File: config.mk
export PLATFORM = sky130hd
export DESIGN_NAME = ball_engine
export DESIGN_NICKNAME = d
export VERILOG_FILES = /design/src/rtl/ball_engine.sv
export SDC_FILE = /design/constraint.sdc
export NUM_CORES = 1
export LEC_CHECK = 0
export BUFFER_PORTS_ARGS = -buffer_cell sky130_fd_sc_hd__buf_2
export CORE_ASPECT_RATIO = 0.75
export CORE_MARGIN = 8
export CORE_UTILIZATION = 59
export CTS_BUF_LIST = sky130_fd_sc_hd__clkbuf_16
export CTS_CLUSTER_DIAMETER = 120
export DETAILED_ROUTE_END_ITERATION = 12
export PLACE_DENSITY = 0.85
export SETUP_SLACK_MARGIN = 0.3
export SLEW_MARGIN = 20
export SYNTH_ARGS = -nofsm -noshare
export SYNTH_HDL_FRONTEND = slang
export SYNTH_SLANG_ARGS = --single-unit
File: constraint.sdc
create_clock -name CLOCK_50 -period 6.2 [get_ports CLOCK_50]
set_input_delay 0.62 -clock CLOCK_50 [delete_from_list [all_inputs] [get_ports CLOCK_50]]
set_output_delay 0.62 -clock CLOCK_50 [all_outputs]
set_load 0.02 [all_outputs]
File: src/rtl/ball_engine.sv
// ball_engine -- multi-ball bouncing game engine with bar collision and scoring.
//
// Each ball moves by a fixed speed on every movement tick, bounces off the
// playfield walls, and ends the game when it overlaps the bar box. A tick is
// TICK_DIV clock cycles spent in RUN. The balls are then updated one per cycle
// in UPDATE. The score advances once every SCORE_TICKS movement ticks.
//
// Optional feature: define BALL_ENGINE_SPEEDUP_EN to add 1 to both axis speeds
// (saturating at MAX_SPD) on every score increment. Without it the speeds are
// the constants SPD_X/SPD_Y.
//
// Ports:
//   CLOCK_50                   sole clock, rising edge
//   reset                      synchronous active-high reset, highest priority
//   start                      one-cycle pulse; (re)starts a game from IDLE/OVER
//   bar_leftLimit/rightLimit   bar box x range, right exclusive
//   bar_topLimit/bottomLimit   bar box y range, bottom exclusive
//   ball_x, ball_y             left/top edge of ball i at [i*POS_W +: POS_W]
//   running                    high in RUN or UPDATE
//   game_over                  high in OVER
//   currentScore, highScore    score of current game, best score since reset
module ball_engine #(
  parameter int NUM_BALLS   = 2,
  parameter int POS_W       = 10,
  parameter int SCR_W       = 640,
  parameter int SCR_H       = 480,
  parameter int BALL_SIZE   = 16,
  parameter int TICK_DIV    = 50000,
  parameter int INIT_X      = 240,
  parameter int INIT_Y      = 90,
  parameter int SPD_X       = 2,
  parameter int SPD_Y       = 4,
  parameter int MAX_SPD     = 8,
  parameter int SCORE_W     = 18,
  parameter int SCORE_TICKS = 1000
) (
  input  logic                       CLOCK_50,
  input  logic                       reset,
  input  logic                       start,
  input  logic [POS_W-1:0]           bar_leftLimit,
  input  logic [POS_W-1:0]           bar_rightLimit,
  input  logic [POS_W-1:0]           bar_topLimit,
  input  logic [POS_W-1:0]           bar_bottomLimit,
  output logic [NUM_BALLS*POS_W-1:0] ball_x,
  output logic [NUM_BALLS*POS_W-1:0] ball_y,
  output logic                       running,
  output logic                       game_over,
  output logic [SCORE_W-1:0]         currentScore,
  output logic [SCORE_W-1:0]         highScore
);

  localparam int TW = (TICK_DIV > 1) ? $clog2(TICK_DIV) : 1;
  localparam int SW = (SCORE_TICKS > 1) ? $clog2(SCORE_TICKS) : 1;
  localparam int IW = (NUM_BALLS > 1) ? $clog2(NUM_BALLS) : 1;
  localparam int EW = POS_W + 1;

  localparam logic [TW-1:0] TICK_LAST  = TW'(TICK_DIV - 1);
  localparam logic [SW-1:0] SCORE_LAST = SW'(SCORE_TICKS - 1);
  localparam logic [IW-1:0] IDX_LAST   = IW'(NUM_BALLS - 1);
  localparam logic [EW-1:0] LIM_X      = EW'(SCR_W - BALL_SIZE);
  localparam logic [EW-1:0] LIM_Y      = EW'(SCR_H - BALL_SIZE);

  typedef enum logic [1:0] {IDLE, RUN, UPDATE, OVER} state_t;

  state_t               state_reg;
  logic [IW-1:0]        idx_reg;
  logic [TW-1:0]        tick_cnt_reg;
  logic [SW-1:0]        score_cnt_reg;
  logic [SCORE_W-1:0]   score_reg;
  logic [SCORE_W-1:0]   high_reg;
  logic                 hit_reg;
  logic                 running_reg;
  logic                 game_over_reg;

  logic [POS_W-1:0]     x_reg [NUM_BALLS];
  logic [POS_W-1:0]     y_reg [NUM_BALLS];
  logic [NUM_BALLS-1:0] x_dir_reg;
  logic [NUM_BALLS-1:0] y_dir_reg;

  logic [POS_W-1:0]     nx [NUM_BALLS];
  logic [POS_W-1:0]     ny [NUM_BALLS];
  logic [NUM_BALLS-1:0] ndx;
  logic [NUM_BALLS-1:0] ndy;
  logic [NUM_BALLS-1:0] hit_b;
  logic                 hit_cur;

  logic [POS_W-1:0]     spd_x;
  logic [POS_W-1:0]     spd_y;

  logic                 start_load;
  logic                 load_init;

  assign start_load = start && (state_reg == IDLE || state_reg == OVER);
  assign load_init  = reset || start_load;

  // One axis step with clamping to [0, lim]. The subtract case is tested
  // against the speed directly so an underflow never wraps into a large value.
  function automatic logic [EW-1:0] axis_next(
    input logic [POS_W-1:0] pos,
    input logic [POS_W-1:0] spd,
    input logic             dir,
    input logic [EW-1:0]    lim
  );
    logic [EW-1:0] sum;
    if (dir) sum = {1'b0, pos} + {1'b0, spd};
    else     sum = {1'b0, pos} - {1'b0, spd};
    if (!dir && (spd > pos)) axis_next = '0;
    else if (sum > lim)      axis_next = lim;
    else                     axis_next = sum;
  endfunction

`ifdef BALL_ENGINE_SPEEDUP_EN
  logic [POS_W-1:0] spd_x_reg;
  logic [POS_W-1:0] spd_y_reg;
  logic             score_inc;

  // Same condition under which the FSM bumps the score.
  assign score_inc = (state_reg == RUN) && (tick_cnt_reg == TICK_LAST) &&
                     (score_cnt_reg == SCORE_LAST) && (score_reg != '1);

  always_ff @(posedge CLOCK_50) begin
    if (load_init) begin
      spd_x_reg <= POS_W'(SPD_X);
      spd_y_reg <= POS_W'(SPD_Y);
    end else if (score_inc) begin
      if (spd_x_reg < POS_W'(MAX_SPD)) spd_x_reg <= spd_x_reg + 1'b1;
      if (spd_y_reg < POS_W'(MAX_SPD)) spd_y_reg <= spd_y_reg + 1'b1;
    end
  end

  assign spd_x = spd_x_reg;
  assign spd_y = spd_y_reg;
`else
  assign spd_x = POS_W'(SPD_X);
  assign spd_y = POS_W'(SPD_Y);
`endif

  // Per-ball next position, bounce direction and bar overlap.
  generate
    for (genvar gi = 0; gi < NUM_BALLS; gi++) begin : g_ball
      logic [EW-1:0] nx_e;
      logic [EW-1:0] ny_e;

      assign nx_e = axis_next(x_reg[gi], spd_x, x_dir_reg[gi], LIM_X);
      assign ny_e = axis_next(y_reg[gi], spd_y, y_dir_reg[gi], LIM_Y);

      // Limits are below 2**POS_W, so the top bit of the clamped value is zero.
      assign nx[gi]  = nx_e[POS_W-1:0];
      assign ny[gi]  = ny_e[POS_W-1:0];
      assign ndx[gi] = (nx_e == '0 || nx_e == LIM_X) ? ~x_dir_reg[gi] : x_dir_reg[gi];
      assign ndy[gi] = (ny_e == '0 || ny_e == LIM_Y) ? ~y_dir_reg[gi] : y_dir_reg[gi];

      assign hit_b[gi] = (nx_e < {1'b0, bar_rightLimit}) &&
                         ((nx_e + EW'(BALL_SIZE)) > {1'b0, bar_leftLimit}) &&
                         (ny_e < {1'b0, bar_bottomLimit}) &&
                         ((ny_e + EW'(BALL_SIZE)) > {1'b0, bar_topLimit});

      assign ball_x[gi*POS_W +: POS_W] = x_reg[gi];
      assign ball_y[gi*POS_W +: POS_W] = y_reg[gi];
    end
  endgenerate

  always_comb begin
    hit_cur = 1'b0;
    for (int i = 0; i < NUM_BALLS; i++) begin
      if (idx_reg == IW'(i)) hit_cur = hit_b[i];
    end
  end

  // Ball state: loaded on reset/start, otherwise written only in its own
  // UPDATE cycle.
  always_ff @(posedge CLOCK_50) begin
    for (int i = 0; i < NUM_BALLS; i++) begin
      if (load_init) begin
        x_reg[i]     <= POS_W'(INIT_X + 2 * i * BALL_SIZE);
        y_reg[i]     <= POS_W'(INIT_Y);
        x_dir_reg[i] <= (i % 2 == 0);
        y_dir_reg[i] <= 1'b1;
      end else if (state_reg == UPDATE && idx_reg == IW'(i)) begin
        x_reg[i]     <= nx[i];
        y_reg[i]     <= ny[i];
        x_dir_reg[i] <= ndx[i];
        y_dir_reg[i] <= ndy[i];
      end
    end
  end

  always_ff @(posedge CLOCK_50) begin
    if (reset) begin
      state_reg     <= IDLE;
      idx_reg       <= '0;
      tick_cnt_reg  <= '0;
      score_cnt_reg <= '0;
      score_reg     <= '0;
      high_reg      <= '0;
      hit_reg       <= 1'b0;
      running_reg   <= 1'b0;
      game_over_reg <= 1'b0;
    end else begin
      case (state_reg)
        IDLE, OVER: begin
          if (start) begin
            state_reg     <= RUN;
            idx_reg       <= '0;
            tick_cnt_reg  <= '0;
            score_cnt_reg <= '0;
            score_reg     <= '0;
            hit_reg       <= 1'b0;
            running_reg   <= 1'b1;
            game_over_reg <= 1'b0;
          end
        end
        RUN: begin
          if (tick_cnt_reg == TICK_LAST) begin
            tick_cnt_reg <= '0;
            state_reg    <= UPDATE;
            idx_reg      <= '0;
            hit_reg      <= 1'b0;
            if (score_cnt_reg == SCORE_LAST) begin
              score_cnt_reg <= '0;
              if (score_reg != '1) score_reg <= score_reg + 1'b1;
            end else begin
              score_cnt_reg <= score_cnt_reg + 1'b1;
            end
          end else begin
            tick_cnt_reg <= tick_cnt_reg + 1'b1;
          end
        end
        UPDATE: begin
          if (idx_reg == IDX_LAST) begin
            // Every ball has moved in this pass; any overlap ends the game.
            if (hit_reg || hit_cur) begin
              state_reg     <= OVER;
              running_reg   <= 1'b0;
              game_over_reg <= 1'b1;
              if (score_reg > high_reg) high_reg <= score_reg;
            end else begin
              state_reg <= RUN;
            end
          end else begin
            idx_reg <= idx_reg + 1'b1;
            hit_reg <= hit_reg || hit_cur;
          end
        end
        default: state_reg <= IDLE;
      endcase
    end
  end

  assign running      = running_reg;
  assign game_over    = game_over_reg;
  assign currentScore = score_reg;
  assign highScore    = high_reg;

endmodule

# Word-level counts from Yosys, hierarchy flattened
# Memory sizes are Yosys's and may differ from the RTL's.
# Index checks and enable logic that the tools add are counted.
[op_classes]
n_addsub = 16
n_lt_le_gt_ge = 17
n_eq_ne = 17
mux = 55
bitwise_logic = 9
reduce_logical = 44
[ops]
columns = ["cell", "count"]
rows = [
  ["$mux 11", 12],
  ["$mux 18", 4],
  ["$mux 10", 7],
  ["$add 11x5->11 const B", 4],
  ["$gt 11x10->1", 4],
  ["$logic_not 11->1", 4],
  ["$lt 11x10->1", 4],
  ["$pmux 18 s2", 1],
  ["$mux 16", 2],
  ["$pmux 16 s2", 1],
  ["$add 10x2->11 const B", 2],
  ["$add 10x3->11 const B", 2],
  ["$eq 11x10->1 const B", 2],
  ["$eq 11x9->1 const B", 2],
  ["$gt 11x10->1 const B", 2],
  ["$gt 11x9->1 const B", 2],
  ["$sub 10x2->11 const B", 2],
  ["$sub 10x3->11 const B", 2],
  ["$gt 2x10->1 const A", 2],
  ["$gt 3x10->1 const A", 2],
  ["$pmux 10 s2", 1],
  ["$add 18x1->18 const B", 1],
  ["$gt 18x18->1", 1],
  ["$mux 1", 18],
  ["26 further kinds", 74],
]
[totals]
reg_bits = 72
mem_bits_rw = 40
out_inout_bits = 78
n_memories = 2
[mem_list]
columns = ["memory", "depth", "width", "read_ports", "rd_clocked_by_memory_dff", "wr", "line", "source"]
rows = [
  ["x_reg", 2, 10, 2, 0, 2, "75", "logic [POS_W-1:0] x_reg [NUM_BALLS];"],
  ["y_reg", 2, 10, 2, 0, 2, "76", "logic [POS_W-1:0] y_reg [NUM_BALLS];"],
]

# Depth between registers and ports, before layout
# Gate-level depths: netlist of the first run.
# An unclocked memory read counts as a cell.
[logic_depth]
word_depth = 16
ltp_mapped = 25
mapped_depth_nobuf = 23

# Least setup slack after synthesis of the first run
# No wires, ideal clock.
[synth_path]
path_type = "register to register"
from = "mem y_reg[1][2]"
to = "reg high_reg[14], in the netlist highScore[14]"
setup_ns = 0.128
arrival_time_ns = 4.634
required_ns = 6.072
path_slack_ns = 1.438
path_stages_with_launch = 24
path_buffers = 2
synth_period_minus_slack_ns = 4.762
cell_sequence = "edfxtp_1 inv_1 ha_1 or4b_2 nand4_1 o41ai_1 o221a_2 nor2_1 nand2_1 nand2_1 inv_1 ha_1 xnor2_1 ha_1 a2111oi_0 o21ai_0 a221o_1 a31oi_1 nor2_1 nand4_1 buf_6 buf_6 mux2i_1 nor2_1"
[synth_rtl]
columns = ["element", "line", "source"]
rows = [
  ["start, declared", "76", ""],
  ["end signal, assigned", "236", "if (score_reg > high_reg) high_reg <= score_reg;"],
  ["end, declared", "70", "logic [SCORE_W-1:0] high_reg;"],
]

==> flow_summary.html, run 1 <==
<table>
<tr><th>Metric</th><th>Value</th></tr>
<tr><th colspan="2">STA</th></tr>
<tr><td>Worst-Margin Slew</td><td>0.940 ns</td></tr>
<tr><td>Max transition margin</td><td>0.372</td></tr>
<tr><td>Final Cycle Share</td><td>0.886</td></tr>
<tr><td>Final number of hold-violating endpoints</td><td>0</td></tr>
<tr><td>Final sum of negative setup slack</td><td>0 ns</td></tr>
<tr><td>RSZ-0062 raised after global routing</td><td>no</td></tr>
<tr><td>Final number of setup-violating endpoints</td><td>0</td></tr>
<tr><td>Final worst hold slack</td><td>0.469 ns</td></tr>
<tr><td>Worst setup skew after layout</td><td>0.00717 ns</td></tr>
<tr><td>Fin worst setup slack</td><td>0.709 ns</td></tr>
<tr><td>Max-slew violation total from the final report</td><td>0</td></tr>
<tr><td>Minimum period implied by the final worst setup slack</td><td>5.49 ns</td></tr>
<tr><td>Timing-limited maximum frequency</td><td>0.182 GHz</td></tr>
<tr><th colspan="2">Placed design</th></tr>
<tr><td>Post-Place Cells</td><td>1359</td></tr>
<tr><td>Weighted congestion at the end of routability-driven global placement</td><td>0.931</td></tr>
<tr><td>Number of buffer cells added on primary ports</td><td>120</td></tr>
<tr><td>Pre-CTS worst setup slack</td><td>0.933 ns</td></tr>
<tr><td>Hpwl dp</td><td>18.3 mm</td></tr>
<tr><th colspan="2">Die</th></tr>
<tr><td>Area of the placeable core</td><td>14500 um2</td></tr>
<tr><td>Die height</td><td>122 um</td></tr>
<tr><td>Number of placement rows</td><td>38</td></tr>
<tr><td>Effective utilization at floorplan</td><td>0.606</td></tr>
<tr><td>Top-Level Pins</td><td>121</td></tr>
<tr><td>Die Width</td><td>157 um</td></tr>
<tr><td>DIE AREA</td><td>19100 um2</td></tr>
<tr><th colspan="2">Layout</th></tr>
<tr><td>Share of final-layout standard cells stronger than drive strength 1</td><td>0.137</td></tr>
<tr><td>Combined area of the multi-input logic cells</td><td>5710 um2</td></tr>
<tr><td>Layout filler cell count</td><td>1197</td></tr>
<tr><td>Area growth syn-to-layout</td><td>12.2%</td></tr>
<tr><td>Nets</td><td>1323</td></tr>
<tr><td>Number of antenna repair diodes</td><td>0</td></tr>
<tr><td>Final instance count without filler cells</td><td>1375</td></tr>
<tr><td>Area occupied by registers</td><td>2640 um2</td></tr>
<tr><th colspan="2">Critical path</th></tr>
<tr><td>Req. time, crit path</td><td>6.44 ns</td></tr>
<tr><td>CP Max Fanout</td><td>18</td></tr>
<tr><td>Critical Path Slowest Stage Cell</td><td>or4b_2</td></tr>
<tr><td>Dominant delay contributor by cell family on the critical path</td><td>compound AO/OA/AOI/OAI gates</td></tr>
<tr><td>Slowest Stage Delay on Critical Path</td><td>0.66 ns</td></tr>
<tr><td>Worst path cell trace</td><td>inv_1 &gt; ha_1 &gt; or4b_2 &gt; nand4_1 &gt; o41ai_1 &gt; o221a_2 &gt; nor2_1 &gt; nand2_1 &gt; nand2_1 &gt; inv_1 &gt; ha_1 &gt; xnor2_1 &gt; ha_1 &gt; a2111oi_0 &gt; o21ai_0 &gt; a221o_1 &gt; a31oi_1 &gt; nor2_1 &gt; nand4_1 &gt; buf_4 &gt; mux2i_1 &gt; nor2_1</td></tr>
<tr><td>Crit end category</td><td>flip-flop</td></tr>
<tr><td>Worst Path Arrival</td><td>5.73 ns</td></tr>
<tr><td>Setup CP Type</td><td>reg -&gt; reg</td></tr>
<tr><td>Type of element launching the critical path</td><td>flip-flop</td></tr>
<tr><td>Combined buffer and inverter count along the critical path</td><td>3</td></tr>
<tr><th colspan="2">Synthesis</th></tr>
<tr><td>Cell with the most instances after synthesis</td><td>nor2_1</td></tr>
<tr><td>Top_reg_cell synth</td><td>dfxtp_1</td></tr>
<tr><td>Flops &amp; latches, synth</td><td>112</td></tr>
<tr><td>Most used standard cells in the synthesized netlist</td><td>nor2_1 (128), ha_1 (110), inv_1 (92)</td></tr>
<tr><td>Number of distinct library cells after synthesis</td><td>66</td></tr>
<tr><td>Sequential-to-total area share from yosys stat</td><td>0.300</td></tr>
<tr><td>Most area-consuming cells after synthesis</td><td>dfxtp_1 (16%), ha_1 (16%), edfxtp_1 (14%), nor2_1 (5.5%), xor2_1 (5.1%)</td></tr>
<tr><td>Share of async-settable or async-resettable flops after synthesis</td><td>0</td></tr>
<tr><td>Fraction of synthesized cell area taken by the top area cell type</td><td>0.164</td></tr>
<tr><td>Count of flip-flops with a built-in enable after synthesis</td><td>40</td></tr>
<tr><td>Ys Warns</td><td>0</td></tr>
<tr><td>Cell Area, Synth</td><td>8790 um2</td></tr>
<tr><td>Cell type with the highest aggregate area in the netlist</td><td>dfxtp_1</td></tr>
<tr><td>Average size of a mapped cell</td><td>8.34 um2</td></tr>
<tr><td>Gate count after technology mapping</td><td>1054</td></tr>
<tr><th colspan="2">CTS</th></tr>
<tr><td>Count of cells resized by post-cts repair</td><td>0</td></tr>
<tr><td>Buffer depth of the longest clock path</td><td>2</td></tr>
<tr><td>CTS tree</td><td>built</td></tr>
<tr><td>Worst-path clk slew</td><td>0.08 ns</td></tr>
<tr><td>Clk root buf</td><td>clkbuf_16</td></tr>
<tr><td>Number of H-tree levels</td><td>3</td></tr>
<tr><td>Number of CTS-inserted buffers</td><td>9</td></tr>
<tr><td>Clock net sink count</td><td>112</td></tr>
<tr><td>Post-CTS Setup Bufs</td><td>0</td></tr>
<tr><td>Number of hold buffers added after cts</td><td>0</td></tr>
<tr><td>Source-to-sink clock delay at the later pin of the worst-skew pair</td><td>0.36 ns</td></tr>
<tr><th colspan="2">Power and ir drop</th></tr>
<tr><td>Power consumption</td><td>2.05 mW</td></tr>
<tr><td>Leakage power</td><td>4.45 nW</td></tr>
<tr><td>VDD IR-drop max</td><td>144 uV</td></tr>
<tr><td>Power density relative to cell area</td><td>207 nW/um2</td></tr>
<tr><th colspan="2">Routing</th></tr>
<tr><td>Post-detailed-routing wire length</td><td>23.2 mm</td></tr>
<tr><td>Detailed-route DRC error count</td><td>0</td></tr>
<tr><td>Antenna viol nets, final</td><td>0</td></tr>
<tr><td>Wire length per cell</td><td>16.9 um</td></tr>
<tr><td>DRC marker count from the first detailed-route iteration</td><td>845</td></tr>
<tr><td>Detailed-route vias per instance</td><td>5.93</td></tr>
<tr><td>Iteration count of the initial detailed-routing pass</td><td>6</td></tr>
<tr><td>Number of vias after detailed routing</td><td>8156</td></tr>
<tr><th colspan="2">Global routing</th></tr>
<tr><td>Initial antenna violation count</td><td>0</td></tr>
<tr><td>Overflow left after global routing</td><td>0</td></tr>
<tr><td>First-pass GRT wire length</td><td>37.9 mm</td></tr>
<tr><td>Maximum number of pins on one net before global-route repair</td><td>28</td></tr>
<tr><td>Number of global-route vias before repair</td><td>7644</td></tr>
<tr><td>Global Route Usage Sum</td><td>0.243</td></tr>
<tr><th colspan="2">Run status</th></tr>
<tr><td>Result of the run</td><td>finished clean</td></tr>
<tr><th colspan="2">Min path</th></tr>
<tr><td>Class of the tightest hold or removal check</td><td>reg -&gt; reg</td></tr>
<tr><th colspan="2">Job</th></tr>
<tr><td>Maximum capacitance violations</td><td>0</td></tr>
</table>
-- routing by layer --
metal | routed length (um) | track usage | up-vias
met3 | 1830 | 0.0418 | 44
met2 | 9860 | 0.361 | 342
met4 | 507 | 0.0832 | 0
met5 | 0 | 0 | -
li1 | - | - | 4005
met1 | 11000 | 0.350 | 3765
-- stage by stage --
step | util | cell area (um2)
floorplan | - | 8810
CTS | 0.681 | 9870
finish | 0.681 | 9870
global route | 0.681 | 9870
detailed placement | 0.660 | 9580
global placement | 0.660 | 9580
-- cell type report --
cell class                 instances  area share
tap                              200      0.0254
multi-input combinational        831       0.579
inverter                          93      0.0354
sequential                       112       0.268
clock inverter                     6     0.00406
clock buffer                      10      0.0254
timing repair buffer             123      0.0631
-- final timing paths --
path              cells past startpoint   startpoint  slack, ns      endpoint
setup reg to reg                     22  y_reg[1][2]       0.71  highScore[2]
setup / recovery                     22  y_reg[1][2]       0.71  highScore[2]
hold / removal                        2    game_over       0.47     game_over
hold reg to reg                       2    game_over       0.47     game_over
-- cells in the final DEF, fill, tap and decap left out, drive strengths merged, types with 33 or more instances in the layout --
cell      n
edfxtp   40
dfxtp    72
ha      110
inv      98
xor2     51
nand4    39
o21ai    45
nand2    79
a21oi    50
nor2    128
xnor2    33
nand3    43
buf     123
-- worst register-to-register path, stage by stage, from the launching register on --
cell	delay, ns
edfxtp_1	0.52
inv_1	0.14
ha_1	0.20
or4b_2	0.66
nand4_1	0.13
o41ai_1	0.08
o221a_2	0.32
nor2_1	0.26
nand2_1	0.09
nand2_1	0.14
inv_1	0.12
ha_1	0.24
xnor2_1	0.13
ha_1	0.34
a2111oi_0	0.42
o21ai_0	0.20
a221o_1	0.37
a31oi_1	0.17
nor2_1	0.09
nand4_1	0.10
buf_4	0.33
mux2i_1	0.27
nor2_1	0.06
-- power by group --
part           switching [mW]  total [mW]  internal, mW
clock network           0.287       0.587         0.300
logic                   0.379       0.613         0.233
registers              0.0491       0.846         0.796
total                   0.716        2.05          1.33
-- logic make-up (layout without fill, tap and decap cells) --
group	after synthesis	count (layout)	synth area share
muxes	26	26	0.0297
adders and majority gates	111	111	0.158
other	1	6	0.000426
xor gates and xnor gates	84	84	0.0837
and+or+nand+nor	422	422	0.242
DFF	112	112	0.300
AOI/OAI and AO/OA	182	182	0.134
buffers and inverters	116	232	0.0521
No activity file was read; power rests on OpenSTA's default activity.
==> run 2, diff against run 1 <==
Settings changed: GPL_ROUTABILITY_DRIVEN from default to 0, PLACE_DENSITY 0.85 to default, PLACE_DENSITY_LB_ADDON from default to 0.3.
==> run 2 against run 1 <==
  * Utilization about the same
  * Global-route usage about the same
  * Wire length decreased by 0.57%
  * Register-to-register slack improved by 0.11 ns
  * Sequential power about the same
  * Largest power group unchanged
  * Cell count unchanged
  * Non-clock buffer count unchanged
  * Critical path type unchanged
  * Die area unchanged
  * Critical path depth unchanged
  * Combinational power about the same
  * Critical endpoint is now highScore[5]
==> flow_summary.html, run 2 (synthesized netlist as in run 1, its figures left out) <==
<table>
<tr><th>Metric</th><th>Value</th></tr>
<tr><th colspan="2">Layout</th></tr>
<tr><td>Area growth syn-to-layout</td><td>12.2%</td></tr>
<tr><td>Post-Route Utilization</td><td>0.681</td></tr>
<tr><td>Nets</td><td>1323</td></tr>
<tr><td>Final instance count without filler cells</td><td>1375</td></tr>
<tr><td>Layout filler cell count</td><td>1219</td></tr>
<tr><td>Combined area of the multi-input logic cells</td><td>5710 um2</td></tr>
<tr><td>Number of antenna repair diodes</td><td>0</td></tr>
<tr><td>Most used cells in the layout excluding fill and tap cells</td><td>nor2_1 (128), buf_2 (120), ha_1 (110)</td></tr>
<tr><td>Commonest non-fill, non-tap cell in the layout</td><td>nor2_1</td></tr>
<tr><td>Share of final-layout standard cells stronger than drive strength 1</td><td>0.137</td></tr>
<tr><td>Non-Filler Cell Area, Final</td><td>9870 um2</td></tr>
<tr><td>Area occupied by registers</td><td>2640 um2</td></tr>
<tr><th colspan="2">Critical path</th></tr>
<tr><td>Crit end category</td><td>flip-flop</td></tr>
<tr><td>Type of element launching the critical path</td><td>flip-flop</td></tr>
<tr><td>Worst setup slack for register-to-register paths</td><td>0.82 ns</td></tr>
<tr><td>Number of cells on the worst reg-to-reg path</td><td>22</td></tr>
<tr><td>Critical Path End</td><td>highScore[5]</td></tr>
<tr><td>Setup CP Type</td><td>reg -&gt; reg</td></tr>
<tr><td>Req. time, crit path</td><td>6.44 ns</td></tr>
<tr><td>CP Max Fanout</td><td>18</td></tr>
<tr><td>Worst Path Arrival</td><td>5.61 ns</td></tr>
<tr><td>Reg2Reg Launch Point</td><td>y_reg[1][2]</td></tr>
<tr><td>End of the worst register-to-register path</td><td>highScore[5]</td></tr>
<tr><td>Critical path launch point</td><td>y_reg[1][2]</td></tr>
<tr><th colspan="2">CTS</th></tr>
<tr><td>Source-to-sink clock delay at the later pin of the worst-skew pair</td><td>0.36 ns</td></tr>
<tr><td>Worst-path clk slew</td><td>0.08 ns</td></tr>
<tr><td>Post-CTS Setup Bufs</td><td>0</td></tr>
<tr><td>Count of cells resized by post-cts repair</td><td>0</td></tr>
<tr><td>Clock net sink count</td><td>112</td></tr>
<tr><td>Clk root buf</td><td>clkbuf_16</td></tr>
<tr><td>Buffer depth of the longest clock path</td><td>2</td></tr>
<tr><td>Number of hold buffers added after cts</td><td>0</td></tr>
<tr><td>Number of CTS-inserted buffers</td><td>9</td></tr>
<tr><td>CTS tree</td><td>built</td></tr>
<tr><td>Number of H-tree levels</td><td>3</td></tr>
<tr><th colspan="2">Power and ir drop</th></tr>
<tr><td>VDD IR-drop max</td><td>138 uV</td></tr>
<tr><td>Power density relative to cell area</td><td>208 nW/um2</td></tr>
<tr><td>Leakage power</td><td>4.44 nW</td></tr>
<tr><th colspan="2">Min path</th></tr>
<tr><td>Class of the tightest hold or removal check</td><td>reg -&gt; reg</td></tr>
<tr><th colspan="2">STA</th></tr>
<tr><td>Final number of setup-violating endpoints</td><td>0</td></tr>
<tr><td>Final Cycle Share</td><td>0.867</td></tr>
<tr><td>Timing-limited maximum frequency</td><td>0.186 GHz</td></tr>
<tr><td>Final number of hold-violating endpoints</td><td>0</td></tr>
<tr><td>Worst-Margin Slew</td><td>0.985 ns</td></tr>
<tr><td>Minimum period implied by the final worst setup slack</td><td>5.38 ns</td></tr>
<tr><td>Final sum of negative setup slack</td><td>0 ns</td></tr>
<tr><td>RSZ-0062 raised after global routing</td><td>no</td></tr>
<tr><td>Max transition margin</td><td>0.338</td></tr>
<tr><td>Max-slew violation total from the final report</td><td>0</td></tr>
<tr><td>Worst setup skew after layout</td><td>0.00789 ns</td></tr>
<tr><th colspan="2">Routing</th></tr>
<tr><td>Wire length per cell</td><td>16.8 um</td></tr>
<tr><td>Number of vias after detailed routing</td><td>8150</td></tr>
<tr><td>Post-detailed-routing wire length</td><td>23.1 mm</td></tr>
<tr><td>DRC marker count from the first detailed-route iteration</td><td>858</td></tr>
<tr><td>Detailed-route vias per instance</td><td>5.93</td></tr>
<tr><td>Iteration count of the initial detailed-routing pass</td><td>8</td></tr>
<tr><td>Detailed-route DRC error count</td><td>0</td></tr>
<tr><td>Antenna viol nets, final</td><td>0</td></tr>
<tr><th colspan="2">Global routing</th></tr>
<tr><td>GRT met1 Usage</td><td>0.345</td></tr>
<tr><td>Met2 global-route usage</td><td>0.363</td></tr>
<tr><td>Global routing's busiest layer</td><td>met2</td></tr>
<tr><td>Met3 usage</td><td>0.0545</td></tr>
<tr><td>First-pass GRT wire length</td><td>38.0 mm</td></tr>
<tr><td>Overflow left after global routing</td><td>0</td></tr>
<tr><td>Initial antenna violation count</td><td>0</td></tr>
<tr><td>Number of global-route vias before repair</td><td>7704</td></tr>
<tr><td>Maximum number of pins on one net before global-route repair</td><td>28</td></tr>
<tr><td>Global Route Usage Sum</td><td>0.243</td></tr>
<tr><th colspan="2">Die</th></tr>
<tr><td>Die Width</td><td>157 um</td></tr>
<tr><td>Top-Level Pins</td><td>121</td></tr>
<tr><td>Effective utilization at floorplan</td><td>0.606</td></tr>
<tr><td>DIE AREA</td><td>19100 um2</td></tr>
<tr><td>Number of placement rows</td><td>38</td></tr>
<tr><td>Area of the placeable core</td><td>14500 um2</td></tr>
<tr><td>Die height</td><td>122 um</td></tr>
<tr><th colspan="2">Placed design</th></tr>
<tr><td>Post-Place Cells</td><td>1359</td></tr>
<tr><td>Total placed instance area</td><td>9580 um2</td></tr>
<tr><td>Number of buffer cells added on primary ports</td><td>120</td></tr>
<tr><td>Hpwl dp</td><td>18.0 mm</td></tr>
<tr><th colspan="2">Run status</th></tr>
<tr><td>Result of the run</td><td>finished clean</td></tr>
<tr><th colspan="2">Job</th></tr>
<tr><td>Maximum capacitance violations</td><td>0</td></tr>
</table>
[run 2: layer usage]
| metal | vias up | part of all wire |
|---|---|---|
| met5 | - | 0 |
| met1 | 3766 | 0.48 |
| met3 | 28 | 0.087 |
| met2 | 356 | 0.42 |
| li1 | 4000 | - |
| met4 | 0 | 0.015 |
[run 2: critical path, cell delays in order, from the launching register on]
cell	delay (ns)
edfxtp_1	0.50
inv_1	0.13
ha_1	0.19
or4b_2	0.66
nand4_1	0.13
o41ai_1	0.08
o221a_2	0.32
nor2_1	0.23
nand2_1	0.09
nand2_1	0.15
inv_1	0.11
ha_1	0.24
xnor2_1	0.13
ha_1	0.34
a2111oi_0	0.39
o21ai_0	0.18
a221o_1	0.36
a31oi_1	0.18
nor2_1	0.08
nand4_1	0.12
buf_4	0.32
mux2i_1	0.24
nor2_1	0.06
[run 2: final cells by class]
type	instances	share of cell area
Timing Repair Buffer	123	0.0631
Inverter	93	0.0354
Multi-Input combinational cell	831	0.579
Sequential cell	112	0.268
Clock inverter	6	0.00418
Tap cell	200	0.0254
Clock buffer	10	0.0254
[run 2: report_power, final]
part           switching [mW]  internal, mW
logic                   0.381         0.234
clock network           0.290         0.300
registers              0.0489         0.796
total                   0.720          1.33
[run 2: metrics by stage]
stage / total power [mW] / hold slack (ns) / setup WS (ns)
2_1_floorplan: 1.29 / 0.458 / 1.44
3_3_place_gp: 1.44 / 0.478 / 1.13
3_5_place_dp: 1.46 / 0.484 / 0.919
4_1_cts: 2.05 / 0.505 / 0.890
5_1_grt: 2.16 / 0.532 / 0.472
6_report: 2.05 / 0.499 / 0.822
[run 2: how the worst min path moves through the flow]
stage                     startpoint               end  slack [ns]  depth (start not counted)
floorplan           score_cnt_reg[9]  score_cnt_reg[9]        0.46                          2
global placement    score_cnt_reg[9]  score_cnt_reg[9]        0.48                          2
detailed placement  score_cnt_reg[9]  score_cnt_reg[9]        0.48                          2
CTS                 score_cnt_reg[1]  score_cnt_reg[1]        0.50                          2
global route        score_cnt_reg[1]  score_cnt_reg[1]        0.53                          2
finish              score_cnt_reg[9]  score_cnt_reg[9]        0.50                          2
==> run 3, diff against run 2 <==
Settings changed: CORE_UTILIZATION 59 to 53, SKIP_LAST_GASP from default to 1.
Clock period 6.2 ns to 4.6 ns, I/O delays scaled along.
==> run 3 against run 2 <==
  * Die area rose by 10%
  * First-iteration DRC count increased by 1.4%
  * Flip-flop and latch count is the same
  * Final area is 9.8% higher
  * Critical path type unchanged
  * Largest power group unchanged
==> flow_summary.html, run 3 (synthesized netlist as in run 1, its figures left out) <==
<table>
<tr><th>Metric</th><th>Value</th></tr>
<tr><th colspan="2">Die</th></tr>
<tr><td>DIE AREA</td><td>21000 um2</td></tr>
<tr><td>Number of placement rows</td><td>40</td></tr>
<tr><td>Area of the placeable core</td><td>16100 um2</td></tr>
<tr><td>Die height</td><td>128 um</td></tr>
<tr><td>Top-Level Pins</td><td>121</td></tr>
<tr><td>Die Width</td><td>165 um</td></tr>
<tr><td>Effective utilization at floorplan</td><td>0.546</td></tr>
<tr><th colspan="2">Routing</th></tr>
<tr><td>DRC marker count from the first detailed-route iteration</td><td>870</td></tr>
<tr><td>Wire length per cell</td><td>17.3 um</td></tr>
<tr><td>Post-detailed-routing wire length</td><td>25.2 mm</td></tr>
<tr><td>Number of vias after detailed routing</td><td>8699</td></tr>
<tr><td>Detailed-route DRC error count</td><td>0</td></tr>
<tr><td>Antenna viol nets, final</td><td>0</td></tr>
<tr><td>Iteration count of the initial detailed-routing pass</td><td>6</td></tr>
<tr><td>Detailed-route vias per instance</td><td>5.96</td></tr>
<tr><th colspan="2">CTS</th></tr>
<tr><td>Clock net sink count</td><td>112</td></tr>
<tr><td>Worst-path clk slew</td><td>0.09 ns</td></tr>
<tr><td>Number of CTS-inserted buffers</td><td>9</td></tr>
<tr><td>Number of H-tree levels</td><td>3</td></tr>
<tr><td>Buffer depth of the longest clock path</td><td>2</td></tr>
<tr><td>CTS tree</td><td>built</td></tr>
<tr><td>Number of hold buffers added after cts</td><td>0</td></tr>
<tr><td>Source-to-sink clock delay at the later pin of the worst-skew pair</td><td>0.38 ns</td></tr>
<tr><td>Clk root buf</td><td>clkbuf_16</td></tr>
<tr><th colspan="2">Layout</th></tr>
<tr><td>Post-Route Utilization</td><td>0.673</td></tr>
<tr><td>Area growth syn-to-layout</td><td>23.2%</td></tr>
<tr><td>Commonest non-fill, non-tap cell in the layout</td><td>nor2_1</td></tr>
<tr><td>Most used cells in the layout excluding fill and tap cells</td><td>nor2_1 (124), buf_2 (120), ha_1 (105)</td></tr>
<tr><td>Number of antenna repair diodes</td><td>0</td></tr>
<tr><td>Share of final-layout standard cells stronger than drive strength 1</td><td>0.229</td></tr>
<tr><td>Nets</td><td>1397</td></tr>
<tr><td>Layout filler cell count</td><td>1327</td></tr>
<tr><th colspan="2">STA</th></tr>
<tr><td>Max transition margin</td><td>0.400</td></tr>
<tr><td>Max-slew violation total from the final report</td><td>0</td></tr>
<tr><td>Minimum period implied by the final worst setup slack</td><td>4.50 ns</td></tr>
<tr><td>Timing-limited maximum frequency</td><td>0.222 GHz</td></tr>
<tr><td>RSZ-0062 raised after global routing</td><td>yes</td></tr>
<tr><td>Final number of setup-violating endpoints</td><td>0</td></tr>
<tr><td>Final Cycle Share</td><td>0.979</td></tr>
<tr><td>Final sum of negative setup slack</td><td>0 ns</td></tr>
<tr><td>Final number of hold-violating endpoints</td><td>0</td></tr>
<tr><td>Worst-Margin Slew</td><td>0.897 ns</td></tr>
<tr><td>Worst setup skew after layout</td><td>0.0154 ns</td></tr>
<tr><th colspan="2">Min path</th></tr>
<tr><td>Class of the tightest hold or removal check</td><td>reg -&gt; reg</td></tr>
<tr><th colspan="2">Critical path</th></tr>
<tr><td>CP Max Fanout</td><td>5</td></tr>
<tr><td>Type of element launching the critical path</td><td>flip-flop</td></tr>
<tr><td>Setup CP Type</td><td>reg -&gt; reg</td></tr>
<tr><td>Req. time, crit path</td><td>4.84 ns</td></tr>
<tr><td>Crit end category</td><td>flip-flop</td></tr>
<tr><td>Worst Path Arrival</td><td>4.74 ns</td></tr>
<tr><th colspan="2">Run status</th></tr>
<tr><td>Result of the run</td><td>finished clean</td></tr>
<tr><th colspan="2">Placed design</th></tr>
<tr><td>Hpwl dp</td><td>18.7 mm</td></tr>
<tr><td>Number of buffer cells added on primary ports</td><td>120</td></tr>
<tr><th colspan="2">Power and ir drop</th></tr>
<tr><td>Power density relative to cell area</td><td>270 nW/um2</td></tr>
<tr><td>Leakage power</td><td>4.87 nW</td></tr>
<tr><td>VDD IR-drop max</td><td>186 uV</td></tr>
<tr><th colspan="2">Global routing</th></tr>
<tr><td>Initial antenna violation count</td><td>0</td></tr>
<tr><td>Overflow left after global routing</td><td>0</td></tr>
<tr><td>First-pass GRT wire length</td><td>40.2 mm</td></tr>
<tr><td>Number of global-route vias before repair</td><td>8260</td></tr>
<tr><td>Maximum number of pins on one net before global-route repair</td><td>28</td></tr>
<tr><td>Global Route Usage Sum</td><td>0.233</td></tr>
<tr><th colspan="2">Job</th></tr>
<tr><td>Maximum capacitance violations</td><td>0</td></tr>
</table>
-- run 3: changes by cell type in the layout (fill, tap and decap cells not counted), sizes merged --
cell,before,now
buf,123,197
clkbuf,10,9
clkinv,4,3
inv,95,97
-- run 3: path summary, 6_finish.rpt --
path | from | to | slack, ns | depth (start not counted)
max | y_reg[1][2] | highScore[10] | 0.1 | 22
min | score_cnt_reg[1] | score_cnt_reg[1] | 0.50 | 2
max reg2reg | y_reg[1][2] | highScore[10] | 0.1 | 22
min reg2reg | score_cnt_reg[1] | score_cnt_reg[1] | 0.50 | 2
-- run 3: final cells by class --
class                   count  area, um2  share of cell area
multi-input cells         831       6020               0.556
flip-flops and latches    112       2640               0.244
repair buffers            197       1260               0.116
inverters                  93        349              0.0322
well taps                 210        263              0.0242
clock buffers               9        225              0.0208
clock inverters             7       78.8             0.00727
-- run 3: critical path, cell delays in order, from the launching register on --
cell and delay, ns:
edfxtp_1 0.42, inv_2 0.10, ha_4 0.13, or4b_4 0.46, buf_4 0.16, o41ai_2 0.21
o221a_2 0.28, nor2_4 0.06, buf_4 0.12, buf_4 0.13, and2_1 0.18, ha_1 0.30
nor2b_1 0.13, nor3_1 0.24, o21ai_1 0.12, a221o_1 0.33, a31oi_1 0.21, nor2_2 0.08
nand4_1 0.13, buf_6 0.19, buf_12 0.14, mux2i_1 0.18, nor2_1 0.06
-- run 3: what timing repair did --
| item | in CTS | in global routing |
|---|---|---|
| resized for setup | 36 | 20 |
| setup buffers | 29 | 8 |
| cloned | 3 | 0 |
| pin swaps | 14 | 19 |
| endpoints found under the setup margin | 22 | 22 |
-- run 3: metal layers --
metal  vias to the layer above  routed length (um)  global-route usage
li1                       4153                   -                   -
met1                      4076               11300               0.312
met2                       415               11200               0.369
met5                         -                   0                   0
met4                         0                 552              0.0798
met3                        55                2180              0.0446
-- run 3: power breakdown --
group	total, mW	switching, mW	internal (mW)
combinational	0.976	0.572	0.404
clock	0.821	0.429	0.392
sequential	1.13	0.0591	1.07
-- run 3: stage by stage --
step	cells	power, mW	setup WS (ns)	hold slack (ns)	cell area [um2]
6_report	1459	2.93	0.0965	0.497	10800
5_1_grt	1459	3.08	-0.108	0.521	10800
4_1_cts	1451	2.88	0.224	0.497	10700
3_5_place_dp	1403	2.00	0.0338	0.485	9940
3_3_place_gp	1403	1.99	0.200	0.476	9940
2_1_floorplan	1059	1.75	0.147	0.458	8900
